==> src/rtl/ifu_prefetch_if.sv <==
// Fetch-side bundle of the prefetch unit: memory request/response channel,
// instruction hand-off to the core and the core's redirect feedback.
interface ifu_prefetch_if;
    logic        req_valid;
    logic        req_ready;
    logic [63:0] req_addr;
    logic        resp_valid;
    logic [31:0] resp_data;
    logic        inst_valid;
    logic        inst_ready;
    logic [31:0] inst;
    logic [63:0] inst_pc;
    logic        redirect_valid;
    logic [63:0] redirect_pc;

    modport master (
        output req_valid, req_addr, inst_valid, inst, inst_pc,
        input  req_ready, resp_valid, resp_data, inst_ready, redirect_valid, redirect_pc
    );

    modport slave (
        input  req_valid, req_addr, inst_valid, inst, inst_pc,
        output req_ready, resp_valid, resp_data, inst_ready, redirect_valid, redirect_pc
    );
endinterface

==> src/rtl/ifu_prefetch.sv <==
// Instruction prefetch unit: owns the fetch PC, keeps a credit-limited stream of
// in-order fetches in flight and buffers returned words for the core.
module ifu_prefetch #(
    parameter logic [63:0] RESET_PC = 64'h0000_0000_8000_0000,
    parameter int unsigned DEPTH    = 4
) (
    input  logic           clk,
    input  logic           rst,
    ifu_prefetch_if.master bus
);
    localparam int unsigned CW  = $clog2(DEPTH + 1);
    localparam int unsigned CW1 = CW + 1;
    localparam int unsigned PW  = $clog2(DEPTH);
    localparam logic [CW-1:0] C_ZERO = {CW{1'b0}};
    localparam logic [CW-1:0] C_ONE  = CW'(1);
    localparam logic [CW:0]   C_CAP  = CW1'(DEPTH);
    localparam logic [PW-1:0] P_ZERO = {PW{1'b0}};
    localparam logic [PW-1:0] P_ONE  = PW'(1);

    logic [63:0]   fetch_pc_r;
    logic [63:0]   resp_pc_r;
    logic [63:0]   req_addr_r;
    logic          req_valid_r;
    logic          stale_r;
    logic [CW-1:0] occ_r;
    logic [CW-1:0] outst_r;
    logic [CW-1:0] drop_cnt_r;
    logic [PW-1:0] rd_ptr_r;
    logic [PW-1:0] wr_ptr_r;
    logic          inst_valid_r;
    logic [31:0]   inst_r;
    logic [63:0]   inst_pc_r;
    logic [31:0]   mem_inst_r [DEPTH];
    logic [63:0]   mem_pc_r   [DEPTH];

    logic          hs_s;
    logic          held_s;
    logic          redir_s;
    logic          drop_s;
    logic          push_s;
    logic          pop_s;
    logic          stale_hs_s;
    logic [63:0]   redir_pc_s;
    logic [63:0]   fetch_pc_nx_s;
    logic [63:0]   resp_pc_nx_s;
    logic [63:0]   req_addr_nx_s;
    logic          req_valid_nx_s;
    logic          stale_nx_s;
    logic [CW-1:0] occ_nx_s;
    logic [CW-1:0] outst_nx_s;
    logic [CW-1:0] drop_nx_s;
    logic [CW:0]   credit_sum_s;
    logic [PW-1:0] rd_nx_s;
    logic [PW-1:0] wr_nx_s;
    logic [31:0]   inst_nx_s;
    logic [63:0]   inst_pc_nx_s;

    // Per-cycle events; a redirect suppresses both the push and the pop
    always_comb begin
        hs_s       = req_valid_r & bus.req_ready;
        held_s     = req_valid_r & ~bus.req_ready;
        redir_s    = bus.redirect_valid;
        drop_s     = bus.resp_valid & (drop_cnt_r != C_ZERO);
        push_s     = bus.resp_valid & (drop_cnt_r == C_ZERO) & ~redir_s;
        pop_s      = inst_valid_r & bus.inst_ready & ~redir_s;
        stale_hs_s = hs_s & stale_r;
        redir_pc_s = bus.redirect_pc & ~64'h0000_0000_0000_0003;
    end

    // Next-state for counters, PCs and pointers
    always_comb begin
        outst_nx_s = outst_r;
        if (hs_s && !bus.resp_valid) begin
            outst_nx_s = outst_r + C_ONE;
        end else if (!hs_s && bus.resp_valid) begin
            outst_nx_s = outst_r - C_ONE;
        end else begin
            outst_nx_s = outst_r;
        end

        // After a redirect every request still owed a response is garbage,
        // including one accepted this very cycle.
        drop_nx_s = drop_cnt_r;
        if (redir_s) begin
            drop_nx_s = outst_nx_s;
        end else if (stale_hs_s && !drop_s) begin
            drop_nx_s = drop_cnt_r + C_ONE;
        end else if (!stale_hs_s && drop_s) begin
            drop_nx_s = drop_cnt_r - C_ONE;
        end else begin
            drop_nx_s = drop_cnt_r;
        end

        stale_nx_s = stale_r;
        if (redir_s) begin
            stale_nx_s = held_s;
        end else if (hs_s) begin
            stale_nx_s = 1'b0;
        end else begin
            stale_nx_s = stale_r;
        end

        fetch_pc_nx_s = fetch_pc_r;
        if (redir_s) begin
            fetch_pc_nx_s = redir_pc_s;
        end else if (hs_s && !stale_r) begin
            fetch_pc_nx_s = fetch_pc_r + 64'd4;
        end else begin
            fetch_pc_nx_s = fetch_pc_r;
        end

        // Surviving responses are always a sequential run from the last target
        resp_pc_nx_s = resp_pc_r;
        if (redir_s) begin
            resp_pc_nx_s = redir_pc_s;
        end else if (push_s) begin
            resp_pc_nx_s = resp_pc_r + 64'd4;
        end else begin
            resp_pc_nx_s = resp_pc_r;
        end

        occ_nx_s = occ_r;
        rd_nx_s  = rd_ptr_r;
        wr_nx_s  = wr_ptr_r;
        if (redir_s) begin
            occ_nx_s = C_ZERO;
            rd_nx_s  = P_ZERO;
            wr_nx_s  = P_ZERO;
        end else begin
            if (push_s && !pop_s) begin
                occ_nx_s = occ_r + C_ONE;
            end else if (pop_s && !push_s) begin
                occ_nx_s = occ_r - C_ONE;
            end else begin
                occ_nx_s = occ_r;
            end
            rd_nx_s = pop_s  ? rd_ptr_r + P_ONE : rd_ptr_r;
            wr_nx_s = push_s ? wr_ptr_r + P_ONE : wr_ptr_r;
        end

        credit_sum_s   = {1'b0, occ_nx_s} + {1'b0, outst_nx_s};
        req_valid_nx_s = held_s | (credit_sum_s < C_CAP);
        req_addr_nx_s  = held_s ? req_addr_r : fetch_pc_nx_s;
    end

    // Next FIFO head; a push into an otherwise-empty FIFO feeds the head directly
    always_comb begin
        inst_nx_s    = 32'h0000_0000;
        inst_pc_nx_s = 64'h0000_0000_0000_0000;
        if (occ_nx_s == C_ZERO) begin
            inst_nx_s    = 32'h0000_0000;
            inst_pc_nx_s = 64'h0000_0000_0000_0000;
        end else if (push_s && (wr_ptr_r == rd_nx_s)) begin
            inst_nx_s    = bus.resp_data;
            inst_pc_nx_s = resp_pc_r;
        end else begin
            inst_nx_s    = mem_inst_r[rd_nx_s];
            inst_pc_nx_s = mem_pc_r[rd_nx_s];
        end
    end

    // Control state and registered outputs
    always_ff @(posedge clk) begin
        if (rst) begin
            fetch_pc_r   <= RESET_PC;
            resp_pc_r    <= RESET_PC;
            req_addr_r   <= RESET_PC;
            req_valid_r  <= 1'b0;
            stale_r      <= 1'b0;
            occ_r        <= C_ZERO;
            outst_r      <= C_ZERO;
            drop_cnt_r   <= C_ZERO;
            rd_ptr_r     <= P_ZERO;
            wr_ptr_r     <= P_ZERO;
            inst_valid_r <= 1'b0;
            inst_r       <= 32'h0000_0000;
            inst_pc_r    <= 64'h0000_0000_0000_0000;
        end else begin
            fetch_pc_r   <= fetch_pc_nx_s;
            resp_pc_r    <= resp_pc_nx_s;
            req_addr_r   <= req_addr_nx_s;
            req_valid_r  <= req_valid_nx_s;
            stale_r      <= stale_nx_s;
            occ_r        <= occ_nx_s;
            outst_r      <= outst_nx_s;
            drop_cnt_r   <= drop_nx_s;
            rd_ptr_r     <= rd_nx_s;
            wr_ptr_r     <= wr_nx_s;
            inst_valid_r <= (occ_nx_s != C_ZERO);
            inst_r       <= inst_nx_s;
            inst_pc_r    <= inst_pc_nx_s;
        end
    end

    // FIFO storage; a slot's contents only matter while it is occupied
    always_ff @(posedge clk) begin
        if (push_s) begin
            mem_inst_r[wr_ptr_r] <= bus.resp_data;
            mem_pc_r[wr_ptr_r]   <= resp_pc_r;
        end
    end

    assign bus.req_valid  = req_valid_r;
    assign bus.req_addr   = req_addr_r;
    assign bus.inst_valid = inst_valid_r;
    assign bus.inst       = inst_r;
    assign bus.inst_pc    = inst_pc_r;
endmodule

==> src/flat_wrapper.sv <==
// flat-port wrapper written by rule: the top's interface ports become plain ports
module ifu_prefetch_flat 
#(
    parameter logic [63:0] RESET_PC = 64'h0000_0000_8000_0000,
    parameter int unsigned DEPTH    = 4
)
  (clk, rst, bus_req_valid, bus_req_addr, bus_inst_valid, bus_inst, bus_inst_pc, bus_req_ready, bus_resp_valid, bus_resp_data, bus_inst_ready, bus_redirect_valid, bus_redirect_pc);
  ifu_prefetch_if bus_i ();
  input  logic clk;
  input  logic rst;
  output wire logic [$bits(bus_i.req_valid)-1:0] bus_req_valid;
  output wire logic [$bits(bus_i.req_addr)-1:0] bus_req_addr;
  output wire logic [$bits(bus_i.inst_valid)-1:0] bus_inst_valid;
  output wire logic [$bits(bus_i.inst)-1:0] bus_inst;
  output wire logic [$bits(bus_i.inst_pc)-1:0] bus_inst_pc;
  input wire logic [$bits(bus_i.req_ready)-1:0] bus_req_ready;
  input wire logic [$bits(bus_i.resp_valid)-1:0] bus_resp_valid;
  input wire logic [$bits(bus_i.resp_data)-1:0] bus_resp_data;
  input wire logic [$bits(bus_i.inst_ready)-1:0] bus_inst_ready;
  input wire logic [$bits(bus_i.redirect_valid)-1:0] bus_redirect_valid;
  input wire logic [$bits(bus_i.redirect_pc)-1:0] bus_redirect_pc;
  assign bus_req_valid = bus_i.req_valid;
  assign bus_req_addr = bus_i.req_addr;
  assign bus_inst_valid = bus_i.inst_valid;
  assign bus_inst = bus_i.inst;
  assign bus_inst_pc = bus_i.inst_pc;
  assign bus_i.req_ready = bus_req_ready;
  assign bus_i.resp_valid = bus_resp_valid;
  assign bus_i.resp_data = bus_resp_data;
  assign bus_i.inst_ready = bus_inst_ready;
  assign bus_i.redirect_valid = bus_redirect_valid;
  assign bus_i.redirect_pc = bus_redirect_pc;
  ifu_prefetch #(.RESET_PC(RESET_PC), .DEPTH(DEPTH)) u_core (.clk(clk), .rst(rst), .bus(bus_i));
endmodule
==> config.mk <==
export PLATFORM = sky130hd
export DESIGN_NAME = ifu_prefetch_flat
export DESIGN_NICKNAME = d
export VERILOG_FILES = /design/src/rtl/ifu_prefetch_if.sv /design/src/rtl/ifu_prefetch.sv /design/src/flat_wrapper.sv
export SDC_FILE = /design/constraint.sdc
export NUM_CORES = 1
export LEC_CHECK = 0
export ABC_AREA = 0
export CAP_MARGIN = 25
export CORE_MARGIN = 1.5
export CORE_UTILIZATION = 43
export DETAILED_ROUTE_END_ITERATION = 12
export DONT_BUFFER_PORTS = 1
export GPL_ROUTABILITY_DRIVEN = 0
export PLACE_DENSITY_LB_ADDON = 0.25
export SLEW_MARGIN = 10
export SYNTH_ARGS = -nofsm -noshare
export SYNTH_HDL_FRONTEND = slang
export SYNTH_SLANG_ARGS = --single-unit
==> constraint.sdc <==
create_clock -name clk -period 3.7 [get_ports clk]
set_clock_uncertainty 0.05 [all_clocks]
set_input_delay 0.185 -clock clk [delete_from_list [all_inputs] [get_ports clk]]
set_output_delay 0.185 -clock clk [all_outputs]
set_load 0.005 [all_outputs]
=== Yosys cells after proc, flatten, opt, wreduce, memory -nomap -nowiden ===
Memory sizes are Yosys's and may differ from the RTL's. A register that Yosys moved wholly into a read port is not among the register bits.
Index checks and enable logic that the tools add are counted.

* Add/sub/neg operators: 11
* Multipliers: 0
* Divide/modulo/power cells: 0
* $lt $le $gt $ge: 1
* Equality and inequality tests: 0
* Shift-type cells: 0
* Muxes and demuxes: 18
* Bitwise gates (word level): 11
* Reduce and logical (&&, ||, !) cells: 23

{| class="wikitable"
|+ Operators by type and width
! operator !! number
|-
| 2-to-1 mux 64 bit || 4
|-
| adder 64 x 3 -> 64 bit, second input constant || 2
|-
| 2-to-1 mux 3 bit || 8
|-
| adder 3 x 1 -> 3 bit, second input constant || 3
|-
| nonzero test 3 bit || 3
|-
| subtractor 3 x 1 -> 3 bit, second input constant || 3
|-
| bitwise AND 1 bit || 8
|-
| logical AND 1 bit || 7
|-
| zero test 1 bit || 7
|-
| zero test 3 bit || 2
|-
| adder 2 x 1 -> 2 bit, second input constant || 2
|-
| adder 3 x 3 -> 4 bit || 1
|-
| < comparator 4 x 3 -> 1 bit, second input constant || 1
|-
| 2-to-1 mux 1 bit || 4
|-
| 2-to-1 mux 2 bit || 2
|-
| nonzero test 2 bit || 2
|-
| OR reduction 2 bit || 2
|-
| NOT 1 bit || 2
|-
| OR 1 bit || 1
|}

* Register bits: 208
* Latch bits: 0
* RAM bits: 384
* ROM bits: 0
* Input port bits: 102
* Memories: 2

{| class="wikitable"
|+ Memories
! name !! words !! bits a word !! read ports !! clocked after memory_dff !! write ports !! RTL line !! source
|-
| u_core.mem_pc_r || 4 || 64 || 1 || 1 || 1 || ifu_prefetch.sv:34 || <nowiki>logic [63:0] mem_pc_r [DEPTH];</nowiki>
|-
| u_core.mem_inst_r || 4 || 32 || 1 || 1 || 1 || ifu_prefetch.sv:33 || <nowiki>logic [31:0] mem_inst_r [DEPTH];</nowiki>
|}

=== Longest topological paths before layout ===
Gate-level depths: netlist (run 1).

* Depth after elaboration: 11
* Mapped depth: 10

=== Least setup slack after synthesis (run 1) ===
Ideal clock, no wire load.

* Path kind: register to register
* From: register u_core.drop_cnt_r[0]
* To: memory u_core.mem_inst_r[0][0] (enable)
* Library setup time: 464 ps
* Arrival: 3,556 ps
* Required time: 3,186 ps
* Setup slack: -370 ps
* Cell stages (with the launch flop): 5
* Buffers on the path: 2
* Period minus slack after synthesis: 4,070 ps
* Cells stage by stage: dfxtp_1 > nor4b_4 > buf_2 > buf_1 > and3_1

* Longest elaborated chain between the ends: 5

{| class="wikitable"
|+ RTL lines
! element !! RTL line !! source
|-
| from (decl) || ifu_prefetch.sv:27 || <nowiki>logic [CW-1:0] drop_cnt_r;</nowiki>
|-
| from (signal assigned) || ifu_prefetch.sv:186 || <nowiki>drop_cnt_r <= drop_nx_s;</nowiki>
|-
| zero test 3 bit || ifu_prefetch.sv:64 || <nowiki>push_s = bus.resp_valid & (drop_cnt_r == C_ZERO) & ~redir_s;</nowiki>
|-
| bitwise AND 1 bit (2 in a row) || ifu_prefetch.sv:64 ||
|-
| 2-to-1 mux 1 bit || ifu_prefetch.sv:197 || <nowiki>if (push_s) begin</nowiki>
|-
| 2-to-1 mux 1 bit (implied by the code) || ifu_prefetch.sv:198 || <nowiki>mem_inst_r[wr_ptr_r] <= bus.resp_data;</nowiki>
|-
| to (decl) || ifu_prefetch.sv:33 ||
|}

No other way between the ends.

=== Worst setup path in the final report (run 1) ===
* From: register u_core.fetch_pc_r[9]
* To: register u_core.fetch_pc_r[53]

* Longest elaborated chain between the ends: 3

{| class="wikitable"
|+ RTL lines
! element !! RTL line !! source
|-
| from (decl) || ifu_prefetch.sv:20 || <nowiki>logic [63:0] fetch_pc_r;</nowiki>
|-
| from (signal assigned) || ifu_prefetch.sv:179 || <nowiki>fetch_pc_r <= fetch_pc_nx_s;</nowiki>
|-
| adder 64 x 3 -> 64 bit || ifu_prefetch.sv:107 || <nowiki>fetch_pc_nx_s = fetch_pc_r + 64'd4;</nowiki>
|-
| 2-to-1 mux 64 bit || ifu_prefetch.sv:106 || <nowiki>end else if (hs_s && !stale_r) begin</nowiki>
|-
| 2-to-1 mux 64 bit || ifu_prefetch.sv:104 || <nowiki>if (redir_s) begin</nowiki>
|}

No other way between the ends.
A chain may end at the register's enable or synchronous reset.

==> results of run 1 <==
## worst max-delay path, delay by kind of cell (launching register included)
family	cells	cell delay, ps
buffers and inverters	2	1150
DFF	1	430
muxes	1	250
and+or+nand+nor	5	1530
## state kept, by name, summed over array words and instances, names as in the netlist, 3 cells and up
name and count:
u_core.bus.inst 32, u_core.bus.inst_pc 62, u_core.bus.req_addr 64, u_core.drop_cnt_r 3
u_core.fetch_pc_r 64, u_core.mem_inst_r 128, u_core.mem_pc_r 248, u_core.occ_r 3
u_core.outst_r 3, u_core.resp_pc_r 62
## repair_timing
action / CTS / global route
resized for setup: 0 / 1
endpoints found under the setup margin: 0 / 1
hold endpoints to repair: 363 / 0
hold buffers: 109 / 0
## power breakdown
part | switching (uW) | total (uW) | internal [uW]
Clock | 2990 | 7320 | 4330
Combinational | 1140 | 2030 | 882
Sequential | 460 | 8930 | 8470
## kinds of logic (layout without fill, tap and decap cells)
| group | after synthesis | count (layout) | synth area share |
|---|---|---|---|
| flip-flops | 676 | 676 | 0.634 |
| XOR/XNOR | 110 | 110 | 0.0353 |
| other | 1 | 2 | 0.000138 |
| multiplexers | 199 | 199 | 0.116 |
| adder cells (fa/ha/maj) | 13 | 13 | 0.00624 |
| AO/OA/AOI/OAI | 245 | 245 | 0.0655 |
| buffers and inverters | 141 | 305 | 0.0227 |
| AND/OR/NAND/NOR | 661 | 661 | 0.119 |
## per-layer routing
layer,vias up,track usage,part of all wire
li1,7887,-,-
met1,8551,0.287,0.45
met2,569,0.331,0.46
met3,115,0.0481,0.072
met4,0,0.0707,0.025
met5,-,0,0
## stage by stage
| step | util | power (uW) |
|---|---|---|
| finish | 0.507 | 18300 |
| global route | 0.507 | 19000 |
| CTS | 0.507 | 18500 |
| detailed placement | 0.450 | 11000 |
| global placement | 0.450 | 10900 |
| floorplan | - | 10300 |
## worst min-delay path by stage
stage | startpoint | end | slack, ps | cells past startpoint
3_5_place_dp | rst | u_core.bus.req_addr[46] | 220 | 1
3_3_place_gp | rst | u_core.bus.req_addr[46] | 220 | 1
6_report | bus_redirect_valid | u_core.rd_ptr_r[0] | 10 | 3
5_1_grt | bus_resp_valid | u_core.drop_cnt_r[2] | 60 | 5
4_1_cts | bus_req_ready | u_core.drop_cnt_r[2] | 10 | 5
2_1_floorplan | bus_resp_data[0] | u_core.mem_inst_r[0][0] | 230 | 0
## cells in the final DEF (no fill, tap or decap), types with 10 or more instances in the layout
| cell type | n |
|---|---|
| sky130_fd_sc_hd__nand3_1 | 65 |
| sky130_fd_sc_hd__clkbuf_1 | 20 |
| sky130_fd_sc_hd__buf_12 | 14 |
| sky130_fd_sc_hd__edfxtp_1 | 376 |
| sky130_fd_sc_hd__xor2_1 | 45 |
| sky130_fd_sc_hd__nand4_1 | 55 |
| sky130_fd_sc_hd__and2_1 | 15 |
| sky130_fd_sc_hd__xnor2_1 | 65 |
| sky130_fd_sc_hd__ha_1 | 12 |
| sky130_fd_sc_hd__nand2_1 | 98 |
| sky130_fd_sc_hd__dlygate4sd3_1 | 107 |
| sky130_fd_sc_hd__a21o_1 | 11 |
| sky130_fd_sc_hd__nor2_1 | 265 |
| sky130_fd_sc_hd__dfxtp_1 | 300 |
| sky130_fd_sc_hd__mux2i_1 | 100 |
| sky130_fd_sc_hd__mux4_2 | 94 |
| sky130_fd_sc_hd__nor4_1 | 24 |
| sky130_fd_sc_hd__a21oi_1 | 26 |
| sky130_fd_sc_hd__clkbuf_16 | 79 |
| sky130_fd_sc_hd__o41ai_1 | 12 |
| sky130_fd_sc_hd__o21a_1 | 41 |
| sky130_fd_sc_hd__a21boi_0 | 23 |
| sky130_fd_sc_hd__and3_1 | 19 |
| sky130_fd_sc_hd__a211oi_1 | 48 |
| sky130_fd_sc_hd__nor3_1 | 51 |
| sky130_fd_sc_hd__o21ai_0 | 22 |
| sky130_fd_sc_hd__clkinv_2 | 10 |
| sky130_fd_sc_hd__clkbuf_8 | 16 |
| sky130_fd_sc_hd__inv_1 | 24 |
| sky130_fd_sc_hd__buf_4 | 20 |
## cell type report
cell class | instances | area, sq um | area share
Sequential cell | 676 | 17300 | 0.543
Tap cell | 846 | 1060 | 0.0332
Timing Repair Buffer | 143 | 1560 | 0.0488
Clock inverter | 20 | 166 | 0.00522
Clock buffer | 117 | 2280 | 0.0717
Inverter | 25 | 96.3 | 0.00302
Multi-Input combinational cell | 1230 | 9420 | 0.295
==> qor_table.md, run 1 <==
| Quantity | Reported |
| --- | --- |
| Clk sink count | 676 |
| Worst setup slack after layout | 236 ps |
| Maximum root-to-sink buffer count | 3 |
| Worst R2R Setup Slack | 240 ps |
| Mapped Cells | 2046 |
| Capturing element of the worst setup path | u_core.fetch_pc_r[53] |
| Clock transition at path regs | 70 ps |
| Die span in y | 255 um |
| Post-synthesis cell type count | 75 |
| IR Drop Worst-Case VDD | 0.351 mV |
| Most common cell in the synthesized netlist | sky130_fd_sc_hd__edfxtp_1 |
| Number of cells traversed by the worst register-to-register path | 8 |
| Clock insertion delay at the later pin of the skew report | 620 ps |
| Final clock period utilization by the worst path | 0.936 |
| ANT cells | 0 |
| HP Class | input port to flip-flop |
| Maximum operating frequency | 0.289 GHz |
| Power per unit of standard cell area | 573 nW/um^2 |
| Worst setup slack before clock tree synthesis | 788 ps |
| Avg Inst Size Synth | 13.3 sq um |
| Critical path's slowest cell | sky130_fd_sc_hd__nor4_2 |
| CP dominant cell by count | sky130_fd_sc_hd__dlygate4sd3_1 |
| Antenna violations before repair | 1 |
| DR WL/cell | 22.4 um |
| Cell types with the largest area share after synthesis | sky130_fd_sc_hd__edfxtp_1, sky130_fd_sc_hd__dfxtp_1, sky130_fd_sc_hd__mux4_2 |
| Most used flip-flop cell after synthesis | sky130_fd_sc_hd__edfxtp_1 |
| Total Routing Usage GR | 0.210 |
| Cell area after synthesis | 27300 sq um |
| Summed area of non-filler cells in the final layout | 31900 sq um |
| Area added between synthesis and finish | 16.9% |
| Worst rel slew slack | 0.413 |
| Layout cells sized above 1 | 0.129 |
| Area inside the core boundary | 62900 sq um |
| Slew Viols, Final | 0 |
| Maximum net fanout on the critical path | 6 |
| Max-Cap Viols | 0 |
| Pin count of the biggest net entering global routing | 142 |
| Die Area | 64900 sq um |
| Number of placed instances with taps included | 2811 |
| Number of inserted filler cells in the final layout | 5395 |
| Hold slack | 11.7 ps |
| Commonest cells in the netlist | sky130_fd_sc_hd__edfxtp_1, sky130_fd_sc_hd__dfxtp_1, sky130_fd_sc_hd__nor2_1, sky130_fd_sc_hd__mux2i_1, sky130_fd_sc_hd__nand2_1 |
| Critical path startpoint | u_core.fetch_pc_r[9] |
| Die extent in x | 255 um |
| Kind of end point of the critical path | flip-flop |
| Reg-to-reg critical path startpoint | u_core.fetch_pc_r[9] |
| Required time worst endpoint | 4220 ps |
| Standard cell area after detailed placement | 28300 sq um |
| Arrival time at the worst endpoint | 3980 ps |
| I/O pin cnt | 264 |
| Post-CTS Setup Repair Bufs | 0 |
| Synthesis-stage register bit count | 676 |
| Number of flops mapped to enable cells by yosys | 376 |
| Total grt overflow | 0 |
| Count of nets after finishing | 2265 |
| Slew at the pin closest to its max-slew limit | 878 ps |
| Critical path type | flip-flop to flip-flop |
| Detailed placer's ending HPWL | 43400 um |
| Count of warnings emitted by yosys | 0 |
| First-iteration detailed-routing DRC count | 1087 |
| Pre-antenna DRT Iters | 5 |
| Library cell occupying the most area in the post-synthesis netlist | sky130_fd_sc_hd__edfxtp_1 |
| Vias in the first global route | 17200 |
| Total negative slack for setup checks | 0 ps |
| Clock tree from TritonCTS | yes |
| Critical path, cell by cell | nand4_4, nor4_2, nand4_1, mux2i_1, nand3_1, dlygate4sd3_1, nor2_1, dlygate4sd3_1 |
| Effective utilization at floorplan | 0.434 |
| Share of synthesized area occupied by flip-flops and latches | 0.634 |
| Final Instance Count excl. Fillers | 3057 |
| Number of port buffers | 0 |
| Worst setup SP type | flip-flop |
| Number of nets still failing antenna checks after routing | 0 |
| Share of the synthesized area in the top cell type | 0.414 |
| Asr flop ratio synth | 0 |
| Leak pwr | 0.0112 uW |
| Global-route wire length before repair | 103000 um |
| Detailed-route vias per instance | 5.60 |
| Final setup violation count | 0 |
| H-tree levels | 3 |
| Biggest cell delay along the critical path | 690 ps |
| Final hold violations | 0 |
| Number of buffers inserted during clock tree synthesis | 74 |
| Setup repair after global routing missed its margin | no |
| Post-layout minimum cycle time | 3460 ps |
| Total vias in the final route | 17100 |
| Clock tree root buffer cell | sky130_fd_sc_hd__clkbuf_16 |
| Final routed DRC violation total | 0 |
| Aggregate routed wire length | 68400 um |
| Placement Rows | 92 |
| Status | complete, no violations |
| Terminus of the critical flop-to-flop path | u_core.fetch_pc_r[53] |
Note: power is estimated with default switching activity, not from simulation.
==> inputs of run 2 (changes only) <==
==> constraint.sdc (replaced) <==
create_clock -name clk -period 3.7 [get_ports clk]
set_clock_uncertainty 0.05 [all_clocks]
set_input_delay 0.37 -clock clk [delete_from_list [all_inputs] [get_ports clk]]
set_output_delay 0.37 -clock clk [all_outputs]
set_load 0.005 [all_outputs]
==> run 2 against run 1 <==
  * Core utilization down 0.66 points
  * Total power shrank 0.56%
  * Via count shrank 0.89%
  * Sequential power about the same
  * Register-to-register slack better by 170 ps
  * Cell area down 1.3%
  * Final cell count is 1.5% lower
  * Critical path type unchanged
==> qor_table.md, run 2 (same netlist as run 1, synthesis figures left out) <==
| Quantity | Reported | vs previous |
| --- | --- | --- |
| Critical path, cell by cell | nand4b_2, nor4_2, nand4_2, xnor2_1, nor2_1, a2111oi_2, dlygate4sd3_1 |  |
| Number of buffers inserted during clock tree synthesis | 71 | -4.1% |
| Clk sink count | 676 | unchanged |
| Worst setup slack before clock tree synthesis | 889 ps | +101 ps |
| Arrival time at the worst endpoint | 3790 ps | -190 ps |
| Pre-antenna DRT Iters | 6 | +1 |
| Critical path's slowest cell | sky130_fd_sc_hd__nor4_2 |  |
| Effective utilization at floorplan | 0.434 | unchanged |
| Post-layout minimum cycle time | 3290 ps | -170 ps |
| Slew Viols, Final | 0 | unchanged |
| Clock tree from TritonCTS | yes |  |
| Critical path type | flip-flop to flip-flop |  |
| Antenna violations before repair | 2 | +1 |
| Leak pwr | 0.0110 uW | -1.8% |
| Aggregate routed wire length | 68200 um | -0.32% |
| Slew at the pin closest to its max-slew limit | 871 ps | -6.69 ps |
| Biggest cell delay along the critical path | 680 ps | about the same |
| Power per unit of standard cell area | 578 nW/um^2 | +0.75% |
| Placement Rows | 92 | unchanged |
| Global-route wire length before repair | 103000 um | about the same |
| Kind of end point of the critical path | flip-flop |  |
| I/O pin cnt | 264 | unchanged |
| Clock transition at path regs | 60 ps | about the same |
| ANT cells | 0 | unchanged |
| Worst rel slew slack | 0.418 | +0.00447 |
| Detailed placer's ending HPWL | 42900 um | -1.3% |
| Clock tree root buffer cell | sky130_fd_sc_hd__clkbuf_16 |  |
| DR WL/cell | 22.6 um | +1.2% |
| Max FFs per register | 248 | unchanged |
| Max-Cap Viols | 0 | unchanged |
| Final setup violation count | 0 | unchanged |
| Most common library cell in the layout ignoring fill and taps | sky130_fd_sc_hd__edfxtp_1 |  |
| Total grt overflow | 0 | unchanged |
| Worst setup slack after layout | 405 ps | +170 ps |
| Most frequent cells in the layout | sky130_fd_sc_hd__edfxtp_1, sky130_fd_sc_hd__dfxtp_1, sky130_fd_sc_hd__nor2_1, sky130_fd_sc_hd__mux2i_1, sky130_fd_sc_hd__nand2_1 |  |
| Clock insertion delay at the later pin of the skew report | 610 ps | about the same |
| Area inside the core boundary | 62900 sq um | unchanged |
| Count of nets after finishing | 2222 | -1.9% |
| Total negative slack for setup checks | 0 ps | unchanged |
| Largest registers in the final layout | u_core.mem_pc_r: 248 flops, u_core.mem_inst_r: 128 flops |  |
| Number of cells traversed by the worst register-to-register path | 7 | -1 |
| Final clock period utilization by the worst path | 0.890 | -0.0459 |
| Total vias in the final route | 17000 | -0.89% |
| Pin count of the biggest net entering global routing | 140 | -1.4% |
| Detailed-route vias per instance | 5.64 | +0.62% |
| Worst setup SP type | flip-flop |  |
| Required time worst endpoint | 4200 ps | -20 ps |
| Total Routing Usage GR | 0.210 | about the same |
| IR Drop Worst-Case VDD | 0.366 mV | +4.5% |
| Vias in the first global route | 16900 | -1.4% |
| Final hold violations | 0 | unchanged |
| Die span in y | 255 um | unchanged |
| Number of cells traversed by the worst hold path | 3 | unchanged |
| Maximum root-to-sink buffer count | 3 | unchanged |
| Die extent in x | 255 um | unchanged |
| Gates resized, CTS repair | 0 | unchanged |
| Number of nets still failing antenna checks after routing | 0 | unchanged |
| Number of port buffers | 0 | unchanged |
| Maximum net fanout on the critical path | 8 | +2 |
| Area added between synthesis and finish | 15.4% |  |
| HP Class | input port to flip-flop |  |
| First-iteration detailed-routing DRC count | 1108 | +1.9% |
| Layout cells sized above 1 | 0.129 | +0.000429 |
| Die Area | 64900 sq um | unchanged |
| H-tree levels | 3 | unchanged |
| Final routed DRC violation total | 0 | unchanged |
| Setup repair after global routing missed its margin | no |  |
| Maximum operating frequency | 0.304 GHz | +5.2% |
| Post-CTS Setup Repair Bufs | 0 | unchanged |
| Status | complete, no violations |  |
| Register with the highest flop count | u_core.mem_pc_r |  |
run 2: layer usage:
layer	track usage	share of wire
met5	0	0.00026
met4	0.0549	0.020
met3	0.0535	0.071
met2	0.333	0.46
met1	0.288	0.45
run 2: path summary, 6_finish.rpt:
| kind | start | endpoint | slack (ps) |
|---|---|---|---|
| setup reg to reg | u_core.bus.req_valid | u_core.bus.req_addr[46] | 410 |
| hold / removal | bus_inst_ready | u_core.rd_ptr_r[1] | 30 |
| setup / recovery | u_core.bus.req_valid | u_core.bus.req_addr[46] | 410 |
| hold reg to reg | u_core.fetch_pc_r[1] | u_core.fetch_pc_r[1] | 410 |
run 2: layout make-up:
type	count	area, sq um
fill	5453	31400
sequential	676	17300
multi-input combinational	1230	9410
clock buffer	103	2140
timing repair buffer	103	1190
tap	846	1060
clock inverter	28	265
inverter	25	96.3
run 2: where the power goes:
| part | switching, uW | internal [uW] |
|---|---|---|
| Sequential | 458 | 8460 |
| Combinational | 1120 | 841 |
| Clock | 2970 | 4320 |
| Total | 4550 | 13600 |
run 2: worst max-delay path: cells and delay by family (launching register included):
kind	cells	cell delay, ps
compound gates	1	340
buf+inv	1	590
xor+xnor	1	350
flops	1	530
simple gates	4	1350
run 2: repair_timing:
item,4_1_cts,5_1_grt
setup endpoints to repair,0,0
endpoints found under the hold margin,335,0
hold buffers,71,0
run 2: metrics by stage:
stage	cell area, sq um	std cells	power, uW	hold slack [ps]	util
final	31500	3011	18200	34.4	0.501
after global routing	31500	3011	18900	13.9	0.501
after CTS	31500	3011	18400	0.306	0.501
after detailed placement	28300	2809	10900	399	0.450
after global placement	28300	2809	10900	397	0.450
after floorplan	27300	2047	10300	381	-
